<file path="src/rtl/jtag_host_pkg.sv">
// Shared definitions for the JTAG host: op codes, controller states and the
// fixed TMS walks used to move the target TAP between Run-Test/Idle and the
// shift states. Every pattern is issued LSB first.
package jtag_host_pkg;

    localparam logic [1:0] OP_TAP_RESET = 2'b00;
    localparam logic [1:0] OP_SCAN_IR   = 2'b01;
    localparam logic [1:0] OP_SCAN_DR   = 2'b10;
    localparam logic [1:0] OP_RUN_IDLE  = 2'b11;

    typedef enum logic [2:0] {
        ST_IDLE  = 3'd0,
        ST_TRST  = 3'd1,
        ST_HDR   = 3'd2,
        ST_SHIFT = 3'd3,
        ST_TRL   = 3'd4,
        ST_FIN   = 3'd5
    } state_t;

    // Run-Test/Idle -> Select-DR -> Capture-DR -> Shift-DR
    localparam logic [2:0] HDR_DR      = 3'b001;
    localparam int         HDR_DR_LEN  = 3;
    // Run-Test/Idle -> Select-DR -> Select-IR -> Capture-IR -> Shift-IR
    localparam logic [3:0] HDR_IR      = 4'b0011;
    localparam int         HDR_IR_LEN  = 4;
    // Exit1 -> Update -> Run-Test/Idle
    localparam logic [1:0] TRL         = 2'b01;
    localparam int         TRL_LEN     = 2;
    // Five TMS=1 clocks reach Test-Logic-Reset from anywhere, then one into Idle
    localparam logic [5:0] RST_SEQ     = 6'b011111;
    localparam int         RST_SEQ_LEN = 6;

    // TMS bit for position idx of the lead-in walk belonging to op
    function automatic logic hdr_bit(input logic [1:0] op, input logic [2:0] idx);
        logic [7:0] pat;
        case (op)
            OP_SCAN_IR: pat = {4'b0000, HDR_IR};
            OP_SCAN_DR: pat = {5'b00000, HDR_DR};
            default:    pat = {2'b00, RST_SEQ};
        endcase
        return pat[idx];
    endfunction

    // Index of the last bit of the lead-in walk belonging to op
    function automatic logic [2:0] hdr_last(input logic [1:0] op);
        logic [2:0] last;
        case (op)
            OP_SCAN_IR: last = 3'(HDR_IR_LEN - 1);
            OP_SCAN_DR: last = 3'(HDR_DR_LEN - 1);
            default:    last = 3'(RST_SEQ_LEN - 1);
        endcase
        return last;
    endfunction

endpackage

</file>
<file path="src/rtl/jtag_host_tck_gen.sv">
// TCK generator: DIV clocks low, DIV clocks high, starting with a fresh low
// phase the cycle enable rises. Strobes flag the CLK edge that will drop or
// raise TCK. hold_low keeps the pin low while the phase timing still runs.
module jtag_tck_gen #(
    parameter int DIV = 2
) (
    input  logic CLK,
    input  logic RST,
    input  logic i_en,
    input  logic i_hold_low,
    output logic o_tck,
    output logic o_fall_stb,
    output logic o_rise_stb
);

    localparam int            CW       = (DIV > 1) ? $clog2(DIV) : 1;
    localparam logic [CW-1:0] CNT_LOAD = CW'(DIV - 1);

    logic [CW-1:0] r_cnt;
    logic          r_phase;
    logic          r_tck;
    logic          w_tc;

    assign w_tc       = (r_cnt == '0);
    assign o_rise_stb = i_en && w_tc && !r_phase;
    assign o_fall_stb = i_en && w_tc && r_phase;
    assign o_tck      = r_tck;

    // Half-period down-counter; phase flips and reloads at terminal count
    always_ff @(posedge CLK) begin
        if (RST || !i_en) begin
            r_cnt   <= CNT_LOAD;
            r_phase <= 1'b0;
            r_tck   <= 1'b0;
        end else if (w_tc) begin
            r_cnt   <= CNT_LOAD;
            r_phase <= !r_phase;
            r_tck   <= !r_phase && !i_hold_low;
        end else begin
            r_cnt   <= r_cnt - CW'(1);
        end
    end

endmodule

</file>
<file path="src/rtl/jtag_host.sv">
// JTAG host controller: runs one TAP reset, IR scan, DR scan or idle-clock
// command at a time, always starting and ending in Run-Test/Idle.
//
// state    | meaning
// ---------+-----------------------------------------------------------
// ST_IDLE  | no command; TCK low, TMS/TDI parked
// ST_TRST  | TRST_b low for one TCK period, TCK held low
// ST_HDR   | TMS lead-in walk (DR, IR or the 6-clock reset walk)
// ST_SHIFT | data bits (or idle clocks); TDO captured on each rise
// ST_TRL   | TMS trailer back to Run-Test/Idle
// ST_FIN   | one-cycle done pulse; a new command may be accepted here
module jtag_host
    import jtag_host_pkg::*;
#(
    parameter int MAX_LEN = 16,
    parameter int DIV     = 2
) (
    input  logic                         CLK,
    input  logic                         RST,
    input  logic                         start,
    input  logic [1:0]                   op,
    input  logic [$clog2(MAX_LEN+1)-1:0] len,
    input  logic [MAX_LEN-1:0]           din,
    output logic [MAX_LEN-1:0]           dout,
    output logic                         busy,
    output logic                         done,
    output logic                         TCK,
    output logic                         TMS,
    output logic                         TDI,
    input  logic                         TDO,
    output logic                         TRST_b
);

    localparam int            LW      = $clog2(MAX_LEN + 1);
    localparam int            IW      = (LW > 3) ? LW : 3;
    localparam logic [LW-1:0] LEN_MAX = LW'(MAX_LEN);

    state_t             r_state;
    logic [IW-1:0]      r_idx;
    logic [1:0]         r_op;
    logic [LW-1:0]      r_len;
    logic [MAX_LEN-1:0] r_din;
    logic [MAX_LEN-1:0] r_dout;
    logic               r_tms;
    logic               r_tdi;
    logic               r_trst_b;

    logic               w_busy;
    logic               w_accept;
    logic               w_is_scan;
    logic               w_tck_en;
    logic               w_hold_low;
    logic               w_fall;
    logic               w_rise;
    logic [LW-1:0]      w_len_clamp;
    state_t             w_nxt_state;
    logic [IW-1:0]      w_nxt_idx;
    state_t             w_tgt_state;
    logic [IW-1:0]      w_tgt_idx;
    logic [1:0]         w_tgt_op;
    logic [LW-1:0]      w_tgt_len;
    logic [MAX_LEN-1:0] w_tgt_din;
    logic               w_din_bit;
    logic               w_tgt_tms;
    logic               w_tgt_tdi;

    assign w_busy      = (r_state != ST_IDLE) && (r_state != ST_FIN);
    assign w_accept    = start && !w_busy;
    assign w_len_clamp = (len > LEN_MAX) ? LEN_MAX : len;
    assign w_is_scan   = (r_op == OP_SCAN_IR) || (r_op == OP_SCAN_DR);
    // A zero-length shift spends its single busy cycle with TCK stopped
    assign w_tck_en    = (r_state == ST_TRST) || (r_state == ST_HDR) || (r_state == ST_TRL) ||
                         ((r_state == ST_SHIFT) && (r_len != '0));
    assign w_hold_low  = (r_state == ST_TRST);

    assign dout   = r_dout;
    assign busy   = w_busy;
    assign done   = (r_state == ST_FIN);
    assign TMS    = r_tms;
    assign TDI    = r_tdi;
    assign TRST_b = r_trst_b;

    jtag_tck_gen #(.DIV(DIV)) u_tck_gen (
        .CLK        (CLK),
        .RST        (RST),
        .i_en       (w_tck_en),
        .i_hold_low (w_hold_low),
        .o_tck      (TCK),
        .o_fall_stb (w_fall),
        .o_rise_stb (w_rise)
    );

    // Which TCK period follows the one that is ending
    always_comb begin
        w_nxt_state = r_state;
        w_nxt_idx   = r_idx + IW'(1);
        case (r_state)
            ST_TRST: begin
                w_nxt_state = ST_HDR;
                w_nxt_idx   = '0;
            end
            ST_HDR: begin
                if (r_idx[2:0] == hdr_last(r_op)) begin
                    w_nxt_state = (r_op == OP_TAP_RESET) ? ST_FIN : ST_SHIFT;
                    w_nxt_idx   = '0;
                end
            end
            ST_SHIFT: begin
                if (r_idx == IW'(r_len) - IW'(1)) begin
                    w_nxt_state = (r_op == OP_RUN_IDLE) ? ST_FIN : ST_TRL;
                    w_nxt_idx   = '0;
                end
            end
            ST_TRL: begin
                if (r_idx == IW'(TRL_LEN - 1)) begin
                    w_nxt_state = ST_FIN;
                    w_nxt_idx   = '0;
                end
            end
            default: ;
        endcase
    end

    // Acceptance is itself the start of the first low phase, so it uses the
    // raw inputs; otherwise the latched command steps to the next period
    always_comb begin
        if (w_accept) begin
            w_tgt_op  = op;
            w_tgt_len = w_len_clamp;
            w_tgt_din = din;
            w_tgt_idx = '0;
            case (op)
                OP_TAP_RESET: w_tgt_state = ST_TRST;
                OP_RUN_IDLE:  w_tgt_state = ST_SHIFT;
                default:      w_tgt_state = (w_len_clamp == '0) ? ST_SHIFT : ST_HDR;
            endcase
        end else begin
            w_tgt_op    = r_op;
            w_tgt_len   = r_len;
            w_tgt_din   = r_din;
            w_tgt_idx   = w_nxt_idx;
            w_tgt_state = w_nxt_state;
        end
    end

    // TMS/TDI levels presented for the coming TCK period
    always_comb begin
        w_din_bit = 1'b0;
        for (int k = 0; k < MAX_LEN; k++) begin
            if (IW'(k) == w_tgt_idx) w_din_bit = w_tgt_din[k];
        end
        w_tgt_tms = 1'b0;
        w_tgt_tdi = 1'b0;
        case (w_tgt_state)
            ST_TRST: w_tgt_tms = 1'b1;
            ST_HDR:  w_tgt_tms = hdr_bit(w_tgt_op, w_tgt_idx[2:0]);
            ST_SHIFT: begin
                if ((w_tgt_op != OP_RUN_IDLE) && (w_tgt_len != '0)) begin
                    w_tgt_tms = (w_tgt_idx == IW'(w_tgt_len) - IW'(1));
                    w_tgt_tdi = w_din_bit;
                end
            end
            ST_TRL:  w_tgt_tms = TRL[w_tgt_idx[0]];
            default: w_tgt_tms = r_tms;
        endcase
    end

    // Command sequencing, pin updates on TCK falls and TDO capture on rises
    always_ff @(posedge CLK) begin
        if (RST) begin
            r_state  <= ST_IDLE;
            r_idx    <= '0;
            r_op     <= OP_TAP_RESET;
            r_len    <= '0;
            r_din    <= '0;
            r_dout   <= '0;
            r_tms    <= 1'b1;
            r_tdi    <= 1'b0;
            r_trst_b <= 1'b0;
        end else if (w_accept) begin
            r_state  <= w_tgt_state;
            r_idx    <= '0;
            r_op     <= op;
            r_len    <= w_len_clamp;
            r_din    <= din;
            r_dout   <= '0;
            r_tms    <= w_tgt_tms;
            r_tdi    <= w_tgt_tdi;
            r_trst_b <= (op != OP_TAP_RESET);
        end else begin
            r_trst_b <= !((r_state == ST_TRST) && !w_fall);
            case (r_state)
                ST_FIN: r_state <= ST_IDLE;
                ST_TRST, ST_HDR, ST_SHIFT, ST_TRL: begin
                    if ((r_state == ST_SHIFT) && (r_len == '0)) begin
                        r_state <= ST_FIN;
                        r_tdi   <= 1'b0;
                    end else begin
                        if (w_rise && (r_state == ST_SHIFT) && w_is_scan) begin
                            for (int k = 0; k < MAX_LEN; k++) begin
                                if (IW'(k) == r_idx) r_dout[k] <= TDO;
                            end
                        end
                        if (w_fall) begin
                            r_state <= w_tgt_state;
                            r_idx   <= w_tgt_idx;
                            r_tms   <= w_tgt_tms;
                            r_tdi   <= w_tgt_tdi;
                        end
                    end
                end
                default: ;
            endcase
        end
    end

endmodule

</file>
<file path="config.mk">
export PLATFORM = sky130hd
export DESIGN_NAME = jtag_host
export DESIGN_NICKNAME = d
export VERILOG_FILES = /design/src/rtl/jtag_host_pkg.sv /design/src/rtl/jtag_host_tck_gen.sv /design/src/rtl/jtag_host.sv
export SDC_FILE = /design/constraint.sdc
export NUM_CORES = 1
export LEC_CHECK = 0
export ABC_AREA = 0
export CAP_MARGIN = 20
export CORE_MARGIN = 3
export CORE_UTILIZATION = 56
export DETAILED_ROUTE_END_ITERATION = 7
export HOLD_SLACK_MARGIN = 0.15
export PLACE_DENSITY = 0.81
export SYNTH_ARGS = -nofsm -noshare
export SYNTH_HDL_FRONTEND = slang
export SYNTH_SLANG_ARGS = --single-unit
export TNS_END_PERCENT = 30
</file>
<file path="constraint.sdc">
create_clock -name CLK -period 4.4 [get_ports CLK]
set_input_delay 0.88 -clock CLK [delete_from_list [all_inputs] [get_ports CLK]]
set_output_delay 0.88 -clock CLK [all_outputs]
set_load 0.05 [all_outputs]
</file>
==> results of run 1 <==
## critical path, stage by stage
cell	delay, ps
clkdlybuf4s50_1	560
nand2b_1	120
nor2_2	270
buf_4	380
o21ai_0	230
ha_1	340
o21ai_0	160
o21a_1	130
o21ai_0	70
o21a_1	220
a2111oi_4	290
a22oi_2	80
## cell families (layout without fill, tap and decap cells)
group                      count (synthesis)  in the layout  synth area share
AOI/OAI and AO/OA                        145            145             0.281
and+or+nand+nor                          197            197             0.254
DFF                                       53             53             0.287
muxes                                     11             11            0.0335
xor gates and xnor gates                  14             14            0.0352
adders and majority gates                 15             15            0.0501
buffers and inverters                     53             84            0.0586
## worst max path at each step
| stage | start | depth (start not counted) | to |
|---|---|---|---|
| 6_report | start | 12 | TMS |
| 5_1_grt | start | 12 | TMS |
| 4_1_cts | start | 12 | TMS |
| 3_5_place_dp | start | 12 | TMS |
| 3_3_place_gp | start | 12 | TMS |
| 2_1_floorplan | start | 14 | TMS |
## layer usage
metal | up-vias | wire length (µm) | GRT usage
li1 | 1804 | - | -
met1 | 1703 | 4110 | 0.329
met2 | 157 | 4480 | 0.418
met3 | 19 | 605 | 0.0293
met4 | 0 | 198 | 0.0948
met5 | - | 0 | 0
## metrics by stage
| step | instance area [µm²] | util |
|---|---|---|
| after floorplan | 3690 | - |
| after global placement | 4190 | 0.679 |
| after detailed placement | 4190 | 0.679 |
| after CTS | 4270 | 0.693 |
| after global routing | 4270 | 0.693 |
| final | 4270 | 0.693 |
## cell usage after synthesis, drive strengths merged (2+ instances only)
library cell   n  area (µm²)
a2111oi        4        72.6
a211oi         7        52.6
a21oi         46         230
a22oi          3        27.5
a311oi         4        41.3
a31o           2        17.5
a31oi         13         109
a32oi          2        17.5
and3           3        18.8
buf           13        66.3
clkbuf        19        71.3
dfxtp         53        1060
ha            14         175
inv           20        75.1
mux2i          9        90.1
nand2         77         289
nand2b         3        18.8
nand3         15        75.1
nand4          6        37.5
nor2          51         191
nor2b         10        62.6
nor3           8        51.3
nor3b          3        33.8
o2111ai        3        26.3
o211ai         6        50.1
o21a           4        30.0
o21ai         29         145
o22ai          3        18.8
o31a           2        18.8
o31ai          5        65.1
or2            3        18.8
or3            5        31.3
or3b           3        26.3
or4            2        15.0
or4b           2        20.0
xnor2          6        60.1
xor2           8        70.1
## cell usage in the layout, fill, tap and decap left out, types with 6 or more instances in the layout
master / count
ha_1: 14
o21ai_1: 6
nor2_1: 50
nor3_1: 7
a31oi_1: 10
clkdlybuf4s50_1: 48
dfxtp_1: 53
buf_4: 7
xor2_1: 8
a211oi_1: 7
nor2b_1: 10
a21oi_1: 46
o21ai_0: 23
nand4_1: 6
inv_1: 18
mux2i_1: 9
nand2_1: 77
nand3_1: 15
## area by class of cell
| class | count | area share |
|---|---|---|
| clock buffer | 6 | 0.0170 |
| sequential | 53 | 0.248 |
| timing repair buffer | 55 | 0.125 |
| clock inverter | 2 | 0.00351 |
| tap | 75 | 0.0220 |
| multi-input combinational | 382 | 0.566 |
| inverter | 21 | 0.0184 |
## flip-flops by register name (all words and copies together), names as in the netlist, 2 cells and up
name and flops:
r_state 3, dout 16, r_din 16, r_op 2, r_idx 5, r_len 5
## power by group through the flow
stage | Sequential (mW) | Clock [mW] | Combinational, mW
floorplan | 0.544 | 0 | 0.296
global placement | 0.548 | 0 | 0.385
detailed placement | 0.549 | 0 | 0.391
CTS | 0.538 | 0.297 | 0.393
global route | 0.542 | 0.309 | 0.431
finish | 0.539 | 0.287 | 0.396
==> results.md, run 1 <==
STA:
- The max-slew headroom at the worst pin is 0.457.
- Setup violations remaining at the end of the flow were counted as 0.
- For the pin with the worst max-slew slack, the measured transition is roughly 800 ps.
- The number of hold violations in the final report is 0.
- The final critical delay including setup and external delays is 3550 ps.
- Setup slack on the critical path of the routed design comes to 851 ps.
- The count of final max-slew check failures came to 0.
- On the final layout, the worst hold slack is 459 ps.
- The aggregate negative setup slack is 0 ps.
- Setup repair after global routing left no endpoint under its margin.
- The maximum clock frequency is 0.282 GHz.
- The worst clock skew on the final layout is roughly 5.6 ps.
- Dividing the final minimum period by the clock period gives 0.807.

Final layout:
- The filler cell count in the final layout is roughly 540.
- Summing all flip-flop and latch instances after layout gives about 0.0011 mm².
- 0 antenna diodes ended up in the layout.
- The fraction of layout instances using a drive strength above 1 is 0.0751.
- In the final layout, the multi-input gates occupy 0.00242 mm².
- The area added between synthesis and finish is 15.7%.
- The net count of the finished layout is around 560.
- The final standard cell count with taps included and fillers excluded is 594.

Worst hold path:
- The worst min-delay path startpoint is dout[8].
- The worst hold path terminates at dout[8].
- The worst hold path belongs to the class flop to flop.
- The worst hold path stage count is 2.

Global route:
- The initial antenna violation count came to 0.
- The via count of the first global-routing pass is 3277.
- The sum of overflow across all layers after global routing is 0.
- Across every metal layer, demand over resource in global routing totals 0.250.
- Entering global routing, the biggest net connects 27 pins.
- The first global-routing pass estimated between 15000 and 20000 µm of wire.

Detailed routing:
- In this run, the number of DRC markers left after iteration 0 of detailed routing was between 300 and 400.
- The via count of the routed design is 3683.
- After detailed routing, the number of remaining DRC violations is 0.
- The number of nets with antenna violations after detailed routing is 0.
- The number of optimization iterations in the first detailed-route pass is 5.
- The final wirelength is 9390 µm.
- The detail-routed via count per cell is 6.20.
- The post-detailed-route wirelength per cell is 15.8 µm.

Power and ir drop:
- The power per standard cell area is 286 mW/mm².
- The overall power consumption is 1.22 mW.
- VDD sags by at most 0.185 mV.
- The leakage power is 1.48 nW.
- The fraction of power consumed by sequential logic is 0.441.
- For this design the total switching power over the nets is around 0.45 mW.
- The internal power component is between 0.7 and 0.8 mW.
- Of the total power, the share spent switching nets is 0.367.
- The relative contribution of the clock network to total power is 0.235.
- The fraction of power consumed by combinational cells is 0.324.

Setup path:
- The worst setup path is captured at a flop.
- The arrival time of the worst setup path is 3740 ps.
- In this run the worst path has a maximum fanout of 26.
- The worst register-to-register path has a depth of 10.
- The capture point of the worst reg-to-reg path is TMS.
- The kind of start point of the critical path is an input pin.
- Setup slack on the worst reg-to-reg path comes out at 880 ps.
- The required time at the endpoint of the critical path is 4590 ps.
- The setup path with the least slack is of type input pin to flop.
- In this run the critical register-to-register path is launched from r_state[2].

Placement:
- The count of buffers from port buffering is 48.
- In this run, placement finished with an instance count of around 590.
- The final estimated routing congestion in global placement is 0.924.
- The detailed placer's ending HPWL is 6860 µm.
- At the placement stage, the worst setup path has a slack of about 600 ps.

Synthesis:
- The part of the Yosys area used for sequential elements is 0.287.
- Yosys mapped a number of flops with a built-in enable equal to 0.
- Dividing the synthesized area by the synthesized cell count gives 7.57 µm².
- The number of nets handed over by synthesis was 529.
- The yosys synthesis warning count is 0.
- The share of synthesized registers carrying an async set or reset is 0.
- After synthesis the cells add up to 0.00369 mm².
- The number of unique standard cell types used by synthesis is 77.
- The flip-flop and latch count after synthesis is 53.
- The synthesized netlist cell count is 488.
- The predominant post-synthesis flop cell is dfxtp_1.

Clock tree:
- The CTS tree is done.
- The clock passes through at most 2 buffers.
- The number of cells upsized or downsized after cts is 0.
- TritonCTS created 5 clock buffers.
- In this run the clock root is driven by a clkbuf_8.
- Buffers added to address setup during post-CTS repair amount to 0.
- In this run, post-CTS hold repair placed 0 buffers.
- The H-tree was split into 2 levels.
- The clock latency at the later pin of the worst-skew pair is about 320 ps.
- For this design, the sink count on the clock tree is 53.
- The clock transition at the registers of the reported paths is around 100 ps.

Die:
- Row generation in the floorplan step produced 28 rows.
- From bottom edge to top edge, the die measures 87.2 µm.
- The initial core utilization is 0.599.
- The area of the core is 0.00617 mm².
- The area of the die is 0.00761 mm².
- Pin placement for this block handled 49 I/O pins.
- The floorplan step set the die width to 87.2 µm.

Flow run:
- The count of maximum capacitance violations is 0.

Run status:
- The flow ran to the end, and the final reports show no timing, DRC or antenna violations.
No activity file was read; power rests on OpenSTA's default activity.
==> run 2: changes to the inputs <==
--- a/config.mk
+++ b/config.mk
@@ -8,10 +8,10 @@
 export ABC_AREA = 0
 export CAP_MARGIN = 20
 export CORE_MARGIN = 3
-export CORE_UTILIZATION = 56
+export CORE_UTILIZATION = 50
 export DETAILED_ROUTE_END_ITERATION = 7
 export HOLD_SLACK_MARGIN = 0.15
-export PLACE_DENSITY = 0.81
+export PLACE_DENSITY = 0.76
 export SYNTH_ARGS = -nofsm -noshare
 export SYNTH_HDL_FRONTEND = slang
 export SYNTH_SLANG_ARGS = --single-unit
==> constraint.sdc (replaced) <==
create_clock -name CLK -period 3.22 [get_ports CLK]
set_input_delay 0.644 -clock CLK [delete_from_list [all_inputs] [get_ports CLK]]
set_output_delay 0.644 -clock CLK [all_outputs]
set_load 0.05 [all_outputs]
==> run 2 against run 1 <==
  * Wire length is 9.0% higher
  * Final area is 5.3% higher
  * Sequential share of layout area is 1.2 points lower
  * Worst hold slack hardly changed
  * Total power is 43% higher
  * Cell count is 7.7% higher
  * Largest power group unchanged
==> results.md, run 2 (synthesis results as in run 1) <==
Run status:
- The flow ran to the end, and the final reports show no timing, DRC or antenna violations.

Die:
- The initial core utilization is 0.529.
- The standard-cell row count is 30.
- The die is 92.0 µm wide.
- The die covers 0.00846 mm².
- The height of the die is 92.0 µm.
- In this run the count of I/O pins placed on the die edge is 49.
- The core region is 0.00698 mm².

Detailed routing:
- The detailed router placed 3845 vias in this run.
- The final wirelength is 10200 µm.
- The number of nets with antenna violations after detailed routing is 0.
- For this run, the detailed router's first-pass iteration total came to 6.
- The remaining routing DRC violations is 0.
- The first routing iteration left 283 violations.
- Using the TritonRoute via totals, the vias-per-cell ratio works out to 6.01.
- Dividing the detail-routed wire length by the instance count gives 16.0 µm.

Placement:
- At the end of routability-driven placement, the weighted congestion stood at between 0.9 and 1.
- The detailed placer's ending HPWL is 7690 µm.
- The count of buffers from port buffering is 48.
- Prior to clock tree synthesis, the placed netlist has a worst setup slack of -192 ps.
- Once placement completed, the tool counted placed cells totaling 632.
- In this run the cell area measured after placement is approximately 0.0044 mm².

Setup path:
- The critical path goes through clkdlybuf4s50_1 > buf_4 > nand2b_1 > nor2_2 > nor2_1 > a31oi_2 > ha_1 > or3_1 > a311oi_1 > a211oi_1 > o21ai_1 > o311ai_1 > a22oi_2.
- STA classifies the critical path endpoint as a flop.
- The maximum single-stage delay on the critical path is 470 ps.
- The worst-path cell with the longest stage delay is clkdlybuf4s50_1.
- The worst setup path is launched from an input pin.
- The critical path in this run is classified as input pin to flop.
- The arrival time of the worst setup path is between 3000 and 4000 ps.
- STA puts the critical path data required time at 3470 ps.
- Along the worst path, the maximum fanout reaches 6.

STA:
- The aggregate negative setup slack is 0 ps.
- Measured against its own limit, the worst slew margin works out to 0.470.
- The final count of negative-setup-slack endpoints is 0.
- The worst clock skew on the final layout is between 6 and 7 ps.
- Timing would allow up to 0.334 GHz.
- Of the available clock period, the critical path in the final layout requires 0.931.
- The count of final max-slew check failures is 0.
- Hold timing on the final database bottoms out at a slack of around 460 ps.
- The slew at the pin closest to its max-slew limit is 795 ps.
- The worst path setup slack after routing is 222 ps.
- The final critical delay including setup and external delays is between 2000 and 3000 ps.
- The number of hold violations in the final report is 0.

Power and ir drop:
- The leakage power is 1.61 nW.
- VDD sags by at most 0.202 mV.
- The overall power consumption is roughly 1.7 mW.
- The power per standard cell area is slightly below 400 mW/mm².

Clock tree:
- The maximum level of the CTS H-tree is 2.
- CTS saw 53 sinks.
- The total of hold buffers inserted after clock tree synthesis is 0.
- The maximum clock insertion buffer count is 2.
- The clock transition at the registers of the reported paths is 110 ps.
- The number of clock buffers added by TritonCTS is 5.
- The later pin in the worst-skew pair is clocked with a latency of slightly above 300 ps.
- TritonCTS built the clock tree.
- The cell at the root of the clock tree is clkbuf_8.

Global route:
- The total overflow left after global routing is 0.
- For this run, the total global-route usage over all layers was measured as 0.240.
- The first-pass GRT wire length is ~17000 µm.
- The initial antenna violation count was 0.
- The pin count of the biggest net entering global routing is 22.
- The via count of the first global-routing pass is between 3000 and 4000.

Final layout:
- The number of antenna diodes in the final layout is 0.
- Leaving out fill and tap cells, the most frequent cells in the layout are nand2_1, dfxtp_1, nor2_1.
- The area added between synthesis and finish is 21.8%.
- The net count of the finished layout is 584.
- The post-route cell area is approximately 0.0045 mm².
- The most common cell after layout, fill and taps aside is nand2_1.
- The final standard cell count with taps included and fillers excluded is 640.
- The share of the core filled with cells is 0.644.
- In the final layout, the share of cells above drive strength 1 is 0.123.

Flow run:
- Across the run, the number of max-cap violations was 0.

Worst hold path:
- The path class of the tightest hold or removal check is flop to flop.
==> run 2: cell count changes in the layout (fill, tap and decap cells not counted), sizes merged <==
cell      previous run  this run
buf                  7        32
clkbuf               6         5
clkinv               1         2
clkinvlp             2         1
inv                 20        21
==> run 2: critical path, delay by kind of cell <==
family                     cells  cell delay (ps)
and+or+nand+nor                4              740
adders and majority gates      1              290
AOI/OAI and AO/OA              6              970
buffers and inverters          2              590
==> run 2: where the power goes <==
| part | switching, mW | internal (mW) |
|---|---|---|
| logic | 0.362 | 0.253 |
| registers | 0.0359 | 0.694 |
| clock network | 0.244 | 0.155 |
==> run 2: final cells by class <==
| type | count | area [µm²] |
|---|---|---|
| Multi-Input combinational cell | 382 | 2430 |
| Timing Repair Buffer | 80 | 721 |
| Clock buffer | 5 | 68.8 |
| Tap cell | 96 | 120 |
| Sequential cell | 53 | 1060 |
| Fill cell | 639 | 2480 |
| Clock inverter | 3 | 21.3 |
| Inverter | 21 | 78.8 |
==> run 2: timing repair <==
action / in CTS / in global routing
resized for setup: 0 / 3
endpoints found under the setup margin: 0 / 1
setup buffers: 0 / 0
==> run 2: worst paths after layout <==
kind                 from       to  slack (ps)  cells after the start
setup reg to reg  r_op[0]      TMS         260                      9
setup / recovery    start      TMS         220                     13
hold / removal    dout[8]  dout[8]         460                      2
hold reg to reg   dout[8]  dout[8]         460                      2
==> run 2: layer usage <==
| layer | wire length (µm) | vias up | track usage |
|---|---|---|---|
| met1 | 4360 | 1795 | 0.308 |
| met5 | 0 | - | 0 |
| met2 | 4990 | 174 | 0.421 |
| met3 | 702 | 23 | 0.0361 |
| li1 | - | 1853 | - |
| met4 | 189 | 0 | 0.0619 |
